<file path="src/rtl/anc_pkg.sv">
// Shared definitions for the ANC receive phase scheduler: widths, reset
// defaults, the scheduler state encoding and a small step-size helper.
package anc_pkg;

  localparam int ANC_PHASE_WIDTH  = 24;
  localparam int ANC_CNT_WIDTH    = 24;
  localparam int ANC_PPM_WIDTH    = 32;
  localparam int ANC_NSWEEP_WIDTH = 16;

  localparam int unsigned DEF_NSIG       = 32'd32768;
  localparam int unsigned DEF_DPH_INC    = 32'd2048;
  localparam int unsigned DEF_START_PH   = 32'd0;
  localparam int unsigned DEF_PPM_PERIOD = 32'd868393;

  typedef enum logic [1:0] {
    ST_IDLE = 2'd0,
    ST_RUN  = 2'd1,
    ST_FIN  = 2'd2
  } anc_state_e;

  // Index advance for one beat: a drift-correction beat skips one sample.
  function automatic logic [1:0] step_size(input logic step2);
    return step2 ? 2'd2 : 2'd1;
  endfunction

endpackage

</file>
<file path="src/rtl/anc_ppm_step.sv">
// Drift-correction beat counter: flags every period-th accepted beat as a
// double step. The count runs across sweep boundaries and restarts only on clr.
module anc_ppm_step
  import anc_pkg::*;
#(
  parameter int PPM_WIDTH = ANC_PPM_WIDTH
) (
  input  logic                 clk,
  input  logic                 reset,
  input  logic                 clr,
  input  logic                 adv,
  input  logic [PPM_WIDTH-1:0] period,
  output logic                 step2
);

  logic [PPM_WIDTH-1:0] cnt_r;

  // A period of zero never matches, which disables correction.
  assign step2 = (period != '0) && (cnt_r == period);

  // Beat counter: restarts at 1 on run start and after each double step.
  always_ff @(posedge clk) begin
    if (reset) begin
      cnt_r <= PPM_WIDTH'(1);
    end else if (clr) begin
      cnt_r <= PPM_WIDTH'(1);
    end else if (adv) begin
      cnt_r <= step2 ? PPM_WIDTH'(1) : cnt_r + PPM_WIDTH'(1);
    end else begin
      cnt_r <= cnt_r;
    end
  end

endmodule

</file>
<file path="src/rtl/anc_phase_sched.sv">
// Phase-stream scheduler for the ANC frequency shifter: emits stepped phases for
// n = 1..nsig on an AXI stream, counts sweeps and handles start/abort/bounded runs.
module anc_phase_sched
  import anc_pkg::*;
#(
  parameter int          PHASE_WIDTH    = ANC_PHASE_WIDTH,
  parameter int          CNT_WIDTH      = ANC_CNT_WIDTH,
  parameter int          PPM_WIDTH      = ANC_PPM_WIDTH,
  parameter int          NSWEEP_WIDTH   = ANC_NSWEEP_WIDTH,
  parameter int unsigned DEF_NSIG       = anc_pkg::DEF_NSIG,
  parameter int unsigned DEF_DPH_INC    = anc_pkg::DEF_DPH_INC,
  parameter int unsigned DEF_START_PH   = anc_pkg::DEF_START_PH,
  parameter int unsigned DEF_PPM_PERIOD = anc_pkg::DEF_PPM_PERIOD
) (
  input  logic                    clk,
  input  logic                    reset,
  input  logic [CNT_WIDTH-1:0]    cfg_nsig,
  input  logic [PHASE_WIDTH-1:0]  cfg_dph_inc,
  input  logic [PHASE_WIDTH-1:0]  cfg_start_ph,
  input  logic [PPM_WIDTH-1:0]    cfg_ppm_period,
  input  logic [NSWEEP_WIDTH-1:0] cfg_nsweeps,
  input  logic                    cfg_load,
  input  logic                    start,
  input  logic                    abort,
  output logic [PHASE_WIDTH-1:0]  phase_tdata,
  output logic                    phase_tvalid,
  output logic                    phase_tlast,
  input  logic                    phase_tready,
  output logic [CNT_WIDTH-1:0]    sample_idx,
  output logic [NSWEEP_WIDTH-1:0] sweep_cnt,
  output logic                    busy,
  output logic                    done,
  output logic                    cfg_err
);

  anc_state_e              state_r;
  logic [CNT_WIDTH-1:0]    nsig_r;
  logic [PHASE_WIDTH-1:0]  dph_inc_r;
  logic [PHASE_WIDTH-1:0]  start_ph_r;
  logic [PPM_WIDTH-1:0]    ppm_period_r;
  logic [NSWEEP_WIDTH-1:0] nsweeps_r;

  logic [CNT_WIDTH-1:0]    n_r;
  logic [PHASE_WIDTH-1:0]  phase_r;
  logic [NSWEEP_WIDTH-1:0] sweep_cnt_r;
  logic                    tvalid_r;
  logic                    busy_r;
  logic                    done_r;
  logic                    cfg_err_r;
  logic                    abort_r;

  logic                    step2_s;
  logic                    hs_s;
  logic                    ppm_clr_s;
  logic [CNT_WIDTH-1:0]    nsig_eff_s;
  logic [CNT_WIDTH:0]      n_step_s;
  logic                    last_norm_s;
  logic [PHASE_WIDTH-1:0]  phase_inc_s;
  logic [NSWEEP_WIDTH-1:0] sweep_inc_s;
  logic                    run_end_s;

  anc_ppm_step #(
    .PPM_WIDTH (PPM_WIDTH)
  ) u_ppm_step (
    .clk    (clk),
    .reset  (reset),
    .clr    (ppm_clr_s),
    .adv    (hs_s),
    .period (ppm_period_r),
    .step2  (step2_s)
  );

  // Beat decode from registered n, ppm count and nsig; nsig of 0 behaves as 1.
  always_comb begin
    hs_s        = tvalid_r && phase_tready;
    ppm_clr_s   = (state_r == ST_IDLE) && start;
    nsig_eff_s  = (nsig_r == '0) ? CNT_WIDTH'(1) : nsig_r;
    n_step_s    = {1'b0, n_r} + (CNT_WIDTH + 1)'(step_size(step2_s));
    last_norm_s = n_step_s > {1'b0, nsig_eff_s};
    phase_inc_s = step2_s ? {dph_inc_r[PHASE_WIDTH-2:0], 1'b0} : dph_inc_r;
    sweep_inc_s = (sweep_cnt_r == '1) ? sweep_cnt_r : sweep_cnt_r + NSWEEP_WIDTH'(1);
    run_end_s   = (nsweeps_r != '0) &&
                  (({1'b0, sweep_cnt_r} + (NSWEEP_WIDTH + 1)'(1)) == {1'b0, nsweeps_r});
  end

  assign phase_tdata  = phase_r;
  assign phase_tvalid = tvalid_r;
  assign phase_tlast  = tvalid_r && (last_norm_s || abort_r);
  assign sample_idx   = n_r;
  assign sweep_cnt    = sweep_cnt_r;
  assign busy         = busy_r;
  assign done         = done_r;
  assign cfg_err      = cfg_err_r;

  // Scheduler FSM with config capture, index/phase accumulators and sweep count.
  always_ff @(posedge clk) begin
    if (reset) begin
      state_r      <= ST_IDLE;
      nsig_r       <= CNT_WIDTH'(DEF_NSIG);
      dph_inc_r    <= PHASE_WIDTH'(DEF_DPH_INC);
      start_ph_r   <= PHASE_WIDTH'(DEF_START_PH);
      ppm_period_r <= PPM_WIDTH'(DEF_PPM_PERIOD);
      nsweeps_r    <= '0;
      n_r          <= '0;
      phase_r      <= '0;
      sweep_cnt_r  <= '0;
      tvalid_r     <= 1'b0;
      busy_r       <= 1'b0;
      done_r       <= 1'b0;
      cfg_err_r    <= 1'b0;
      abort_r      <= 1'b0;
    end else begin
      cfg_err_r <= cfg_load && (state_r != ST_IDLE);
      done_r    <= 1'b0;
      case (state_r)
        ST_IDLE: begin
          if (cfg_load) begin
            nsig_r       <= cfg_nsig;
            dph_inc_r    <= cfg_dph_inc;
            start_ph_r   <= cfg_start_ph;
            ppm_period_r <= cfg_ppm_period;
            nsweeps_r    <= cfg_nsweeps;
          end
          if (start) begin
            state_r     <= ST_RUN;
            tvalid_r    <= 1'b1;
            busy_r      <= 1'b1;
            n_r         <= CNT_WIDTH'(1);
            phase_r     <= cfg_load ? cfg_start_ph : start_ph_r;
            sweep_cnt_r <= '0;
            abort_r     <= 1'b0;
          end
        end
        ST_RUN: begin
          if (abort) begin
            abort_r <= 1'b1;
          end
          if (hs_s) begin
            if (last_norm_s) begin
              n_r         <= CNT_WIDTH'(1);
              phase_r     <= start_ph_r;
              sweep_cnt_r <= sweep_inc_s;
            end else begin
              n_r     <= n_step_s[CNT_WIDTH-1:0];
              phase_r <= phase_r + phase_inc_s;
            end
            // An abort already latched makes this accepted beat the final one.
            if (abort_r || (last_norm_s && run_end_s)) begin
              state_r  <= ST_FIN;
              tvalid_r <= 1'b0;
              done_r   <= 1'b1;
              abort_r  <= 1'b0;
            end
          end
        end
        ST_FIN: begin
          state_r <= ST_IDLE;
          busy_r  <= 1'b0;
        end
        default: begin
          state_r  <= ST_IDLE;
          tvalid_r <= 1'b0;
          busy_r   <= 1'b0;
          abort_r  <= 1'b0;
        end
      endcase
    end
  end

endmodule

</file>
<file path="config.mk">
export PLATFORM = sky130hd
export DESIGN_NAME = anc_phase_sched
export DESIGN_NICKNAME = d
export VERILOG_FILES = /design/src/rtl/anc_pkg.sv /design/src/rtl/anc_ppm_step.sv /design/src/rtl/anc_phase_sched.sv
export SDC_FILE = /design/constraint.sdc
export NUM_CORES = 1
export LEC_CHECK = 0
export CAP_MARGIN = 30
export CORE_ASPECT_RATIO = 0.75
export CORE_MARGIN = 4
export CORE_UTILIZATION = 45
export CTS_CLUSTER_DIAMETER = 50
export DETAILED_ROUTE_END_ITERATION = 16
export GPL_TIMING_DRIVEN = 0
export PLACE_DENSITY = 0.69
export SKIP_LAST_GASP = 1
export SLEW_MARGIN = 20
export SYNTH_ARGS = -nofsm -noshare
export SYNTH_HDL_FRONTEND = slang
export SYNTH_SLANG_ARGS = --single-unit
</file>
<file path="constraint.sdc">
create_clock -name clk -period 6.27 [get_ports clk]
set_input_delay 1.254 -clock clk [delete_from_list [all_inputs] [get_ports clk]]
set_output_delay 1.254 -clock clk [all_outputs]
set_load 0.02 [all_outputs]
</file>
==> results of run 1 <==
==> cell families (layout without fill, tap and decap cells) <==
| kind of cell | Yosys count | count (layout) | synth area share [%] |
|---|---|---|---|
| AO/OA/AOI/OAI | 348 | 348 | 17.73 |
| XOR/XNOR | 121 | 121 | 8.682 |
| adder cells (fa/ha/maj) | 53 | 53 | 5.556 |
| buffers and inverters | 133 | 398 | 4.408 |
| flip-flops | 223 | 223 | 36.57 |
| multiplexers | 30 | 30 | 2.696 |
| other | 0 | 1 | 0 |
| AND/OR/NAND/NOR | 644 | 644 | 24.35 |
==> state kept, by name, summed over array words and instances (netlist names), 16 cells and up <==
register and cells:
nsig_r 24, u_ppm_step.cnt_r 32, start_ph_r 24, sample_idx 24, dph_inc_r 24, sweep_cnt 16, phase_tdata 24, nsweeps_r 16
ppm_period_r 32
==> cells in the final DEF (no fill, tap or decap), types with 9 or more instances in the layout <==
cell type,synthesis,routed
dfxtp_1,223,211
a21oi_1,170,169
ha_1,51,49
a21o_1,13,13
or3_1,11,10
nor4_1,39,28
nand3_1,46,43
nor2_1,107,104
buf_4,3,30
xor2_1,74,71
a311oi_1,12,12
a22oi_1,13,12
nand2_1,317,316
mux2_2,23,23
xnor2_1,47,46
inv_1,46,45
clkbuf_1,70,74
o21ai_0,45,44
nor3_1,22,19
a31oi_1,9,9
nand2b_1,15,15
and3_1,20,16
buf_2,10,10
clkbuf_16,0,27
nand4_1,27,27
nor4_2,3,10
dfxtp_2,0,10
clkdlybuf4s50_1,0,191
==> layer usage <==
metal	vias to the layer above	GRT usage [%]	routed length [um]
li1	5952	-	-
met1	5767	39.25	18840
met2	518	41.20	17860
met3	75	5.727	3842
met4	0	7.364	1180
met5	-	0	0
==> worst register-to-register path, delay by kind of cell (launching register included) <==
kind,cells,cell delay (ns)
flops,1,0.33
compound gates,3,0.84
buf+inv,6,1.00
simple gates,11,2.56
fa+ha+maj,2,0.69
xor+xnor,2,0.38
==> worst min-delay path by stage <==
stage                     cells past startpoint  slack (ns)              to            from
after floorplan                               2        0.43  start_ph_r[15]  start_ph_r[15]
after global placement                        2        0.44  start_ph_r[15]  start_ph_r[15]
after global routing                          2        0.48  start_ph_r[18]  start_ph_r[18]
after CTS                                     2        0.45  start_ph_r[20]  start_ph_r[20]
after detailed placement                      2        0.45  start_ph_r[20]  start_ph_r[20]
final                                         2        0.45  start_ph_r[17]  start_ph_r[17]
==> where the power goes <==
group          switching (W)  total, W  internal, W  leakage, nW
clock network       0.000647   0.00150     0.000848        0.402
logic               0.000443  0.000755     0.000312         3.94
registers          0.0000797   0.00158      0.00150         1.83
total                0.00117   0.00383      0.00266         6.17
==> stage by stage <==
step / std cells / total power [W] / util [%] / setup TNS, ns / cell area [um^2]
4_1_cts: 2154 / 0.003816 / 59.86 / -0.05887 / 15780
5_1_grt: 2162 / 0.003979 / 60.30 / -0.2835 / 15890
3_3_place_gp: 2088 / 0.002307 / 55.24 / -61.14 / 14560
3_5_place_dp: 2088 / 0.002323 / 55.24 / -66.40 / 14560
2_1_floorplan: 1552 / 0.002013 / - / 0 / 12210
6_report: 2162 / 0.003828 / 60.30 / -0.1721 / 15890
==> layout make-up <==
| type | instances | area, um^2 | area share (%) |
|---|---|---|---|
| clock buffers | 33 | 708.2 | 4.456 |
| clock inverters | 14 | 121.4 | 0.7637 |
| flip-flops and latches | 223 | 4484 | 28.22 |
| diodes | 1 | 2.502 | 0.01575 |
| multi-input cells | 1196 | 7485 | 47.10 |
| plain buffers | 86 | 361.6 | 2.275 |
| repair buffers | 219 | 2126 | 13.38 |
| inverters | 46 | 172.7 | 1.087 |
| well taps | 344 | 430.4 | 2.708 |
==> what timing repair did <==
| item | in CTS | in global routing |
|---|---|---|
| hold endpoints to repair | 0 | 0 |
| endpoints found under the setup margin | 70 | 1 |
| resized for setup | 57 | 17 |
| pin swaps | 27 | 12 |
| buffers inserted | 20 | 7 |
==> metrics, run 1 <==
final wirelength 41.72 mm; die height 150.6 um; worst-case clock buffer depth 3; gr usage total 27.16%; critical path arrival 5.19 ns; CP Max Fanout 5; fmax 155.2 MHz; violated checks setup timing; critical path type flop to output pin; Layout Nets 1978; setup slack after layout -0.1721 ns; min cycle time layout 6.442 ns; leading register cell type out of synthesis dfxtp_1; antenna violations before repair 1; ratio of cells with drive above 1 in the final layout 10.18%; Detailed Place HPWL 31.94 mm; I/O pin count 195; initial core utilization 46.32%; R2R setup slack 0.41 ns; number of global-route vias before repair 11830; sinks on the clock net 223; CP delay by family, top simple AND/OR/NAND/NOR gates; Synth Register Bits 223; area of the core 26350 um^2; synth unique cells 76; synth cell count leaders 317 x nand2_1, 223 x dfxtp_1, 170 x a21oi_1; Worst R2R End sample_idx[13]; Post-Syn Area 12210 um^2; Worst Tran Pin Value 0.9845 ns; worst slack, placed -2.360 ns; Total Die Area 29850 um^2; top post-synthesis cells by area dfxtp_1 37%, nand2_1 9.7%, a21oi_1 7.0%; leakage power 6.169 nW; Rel. slew slack 34.37%; antenna-violating nets left 0; period utilization 102.7%; setup repair after global routing missed its margin yes; die width 198.2 um; power density over cell area 240.9 nW/um^2; post-synthesis sequential area ratio 36.57%; first-pass GRT wire length 64.44 mm; DR vias/cell 5.695; clock-pin slew on the worst setup and hold paths 0.06 ns; Yosys Warn Count 0; Hold Fails Final Rpt 0; largest net degree at the start of global routing 14; Critical Path RT 5.02 ns; Synth-to-Final Area Change 30.19%; slowest cell on the critical path nor4_2; CP Launch Point ppm_period_r[26]; Layout Skew 0.01542 ns; WP buf/inv 4; CP max stage delay 0.39 ns; GP Congestion 0.9440; Setup crit end kind output pin; final setup vio count 1; I/O Buffers 192; post-synth top area share 36.57%; cts hold-fix bufs 0; first-iteration detailed-routing DRC count 1029; Pre-antenna DRT Iters 5; type of the tightest min-delay check flop to flop; fin. max-slew vios 0; most frequent cell after synthesis nand2_1; via count 12310; CTS tree done; Num CTS Buffers 27; async set or reset register ratio after synthesis 0%; WL/cell 19.30 um; # fillers 2418; Syn Nets 1731; drc violations 0; Overflow after GRT 0; area leader, netlist dfxtp_1; R2R depth 24; Post-synth EDFFs 0; Worst path depth 21; syn_area_per_cell 7.865 um^2; H-tree level count 1; worst vdd rail ir drop 0.2002 mV; max cap viols 0; status complete, but fails checks; Core Rows 51; CP Capture Point phase_tlast; startpoint types flop; CTS root buf clkbuf_16; critical path cell sequence xor2_1 > nor4_2 > nand4_1 > nor3_4 > inv_2 > fa_2 > nand4b_4 > or2_4 > nor2_4 > nand3_2 > xnor2_2 > ha_1 > nand4_1 > nor4_4 > buf_4 > inv_1 > nor4_4 > nand2_2 > nand2_4 > a21boi_2 > buf_4; clk_lat worst skew 0.54 ns; worst hold margin 0.4543 ns; worst reg2reg startpoint ppm_period_r[26]; Post-Synthesis Cells 1552
Note: power is estimated with default switching activity, not from simulation.
==> run 2, diff against run 1 <==
==> constraint.sdc (replaced) <==
create_clock -name clk -period 7.3 [get_ports clk]
set_input_delay 1.46 -clock clk [delete_from_list [all_inputs] [get_ports clk]]
set_output_delay 1.46 -clock clk [all_outputs]
set_load 0.02 [all_outputs]
==> run 2 against run 1 <==
Effect of this change:
- the run now ends clean
- non-clock buffer count is 11 lower
- sequential share of layout area rose by 0.34 points
- combinational power is 15% lower
- critical path type unchanged
- register-to-register slack better by 0.84 ns
- first-iteration DRC count shrank 3.1%
- largest power group unchanged
==> metrics, run 2 (synthesized netlist as in run 1, its figures left out) <==
antenna-violating nets left 0; GP Congestion 0.9440; period utilization 98.28%; commonest non-fill, non-tap cells in the layout 316 x nand2_1, 222 x dfxtp_1, 191 x clkdlybuf4s50_1, 170 x a21oi_1, 105 x nor2_1; ratio of cells with drive above 1 in the final layout 7.807%; I/O Buffers 192; area of the core 26350 um^2; Worst Hold End start_ph_r[17]; worst hold path startpoint start_ph_r[17]; critical path arrival 5.71 ns; commonest non-fill, non-tap cell in the layout nand2_1; startpoint types flop; largest net degree at the start of global routing 14; Finished Layout Cells 2151; final setup vio count 0; Highest Signal Layer met4; gr usage total 26.91%; Core Rows 51; clock-pin slew on the worst setup and hold paths 0.06 ns; Worst R2R End phase_tdata[10]; met3 WL 3.863 mm; Synth-to-Final Area Change 28.11%; total power 0.003282 W; Metal-1 WL 18.73 mm; CP Max Fanout 5; DR vias/cell 5.706; # fillers 2454; slowest cell on the critical path dfxtp_1; sinks on the clock net 223; Rel. slew slack 35.53%; status finished clean; Total Die Area 29850 um^2; CTS root buf clkbuf_16; die height 150.6 um; via count 12270; CP Launch Point u_ppm_step.cnt_r[4]; max cap viols 0; Layout Skew 0.01640 ns; min cycle time layout 7.174 ns; met2 wire length 17.58 mm; critical path type flop to output pin; CP max stage delay 0.42 ns; CTS tree done; fin. max-slew vios 0; fmax 139.4 MHz; drc violations 0; antenna violations before repair 1; Worst Tran Pin Value 0.9670 ns; critical path cell sequence xor2_1 > nor4_2 > nand4_1 > nor3_4 > inv_2 > fa_2 > nand4b_4 > or2_2 > clkbuf_1 > nor2_2 > nand3_1 > xnor2_1 > ha_1 > nand4_1 > nor4_4 > buf_4 > inv_1 > nor4_4 > nand2_2 > nand2_4 > a21boi_1 > clkbuf_2; Overflow after GRT 0; first-iteration detailed-routing DRC count 997; final wirelength 41.44 mm; initial core utilization 46.32%; R2R setup slack 1.25 ns; worst vdd rail ir drop 0.1706 mV; number of global-route vias before repair 11710; power density over cell area 209.8 nW/um^2; I/O pin count 195; worst reg2reg startpoint u_ppm_step.cnt_r[4]; Num CTS Buffers 27; Layout Nets 1967; WL/cell 19.27 um; R2R depth 23; Pre-antenna DRT Iters 5; largest registers ppm_period_r (32), u_ppm_step.cnt_r (32); hold path cells 2; # placed instances 2088; first-pass GRT wire length 63.91 mm; leakage power 6.096 nW; Critical Path RT 5.84 ns; clk_lat worst skew 0.54 ns; worst-case clock buffer depth 3; Hold Fails Final Rpt 0; Detailed Place HPWL 31.94 mm; die width 198.2 um; Setup crit end kind output pin; type of the tightest min-delay check flop to flop; H-tree level count 1
[run 2: critical path: cells and delay by family (launching register included)]
kind	cells	cell delay, ns
and+or+nand+nor	12	2.89
xor gates and xnor gates	2	0.37
buffers and inverters	5	0.69
adders and majority gates	2	0.70
DFF	1	0.42
AOI/OAI and AO/OA	1	0.10
[run 2: per-layer routing]
layer	track usage, %	vias to the layer above
met2	40.74	499
met1	38.78	5772
met5	0	-
li1	-	5924
met3	5.817	78
met4	7.536	0
[run 2: how the worst max path moves through the flow]
stage                             end  slack, ns
after global routing      phase_tlast      -0.02
after CTS                 phase_tlast       0.02
after floorplan           phase_tlast       0.98
after global placement    phase_tlast      -1.47
after detailed placement  phase_tlast      -1.54
final                     phase_tlast       0.13
[run 2: final cells by class]
cell class | count | area, um^2 | share of cell area (%)
Multi-Input combinational cell | 1196 | 7342 | 46.95
Sequential cell | 223 | 4466 | 28.56
Timing Repair Buffer | 207 | 2029 | 12.98
Clock buffer | 33 | 708.2 | 4.529
Tap cell | 344 | 430.4 | 2.752
Buffer | 87 | 365.4 | 2.336
Inverter | 46 | 172.7 | 1.104
Clock inverter | 14 | 121.4 | 0.7761
Antenna cell | 1 | 2.502 | 0.01600
[run 2: where the power goes]
| group | switching (W) | total (W) | internal [W] |
|---|---|---|---|
| sequential | 0.0000679 | 0.00135 | 0.00129 |
| clock | 0.000558 | 0.00129 | 0.000729 |
| combinational | 0.000376 | 0.000640 | 0.000264 |
| total | 0.00100 | 0.00328 | 0.00228 |
[run 2: metrics by stage]
step	worst slack [ns]	hold WS [ns]	area, um^2	utilization (%)	TNS, ns
2_1_floorplan	0.9808	0.4312	12210	-	0
6_report	0.1256	0.4548	15640	59.34	0
3_5_place_dp	-1.536	0.4468	14560	55.24	-2.288
5_1_grt	-0.02481	0.4754	15640	59.34	-0.02481
3_3_place_gp	-1.468	0.4402	14560	55.24	-1.524
4_1_cts	0.02154	0.4548	15530	58.95	0
[run 2: timing repair]
| item | in CTS | in global routing |
|---|---|---|
| gates resized for setup | 22 | 10 |
| setup endpoints to repair | 16 | 1 |
| cloned | 0 | 0 |
| pin swaps | 10 | 13 |
| hold buffers | 0 | 0 |
| buffers inserted | 6 | 9 |
| endpoints found under the hold margin | 0 | 0 |
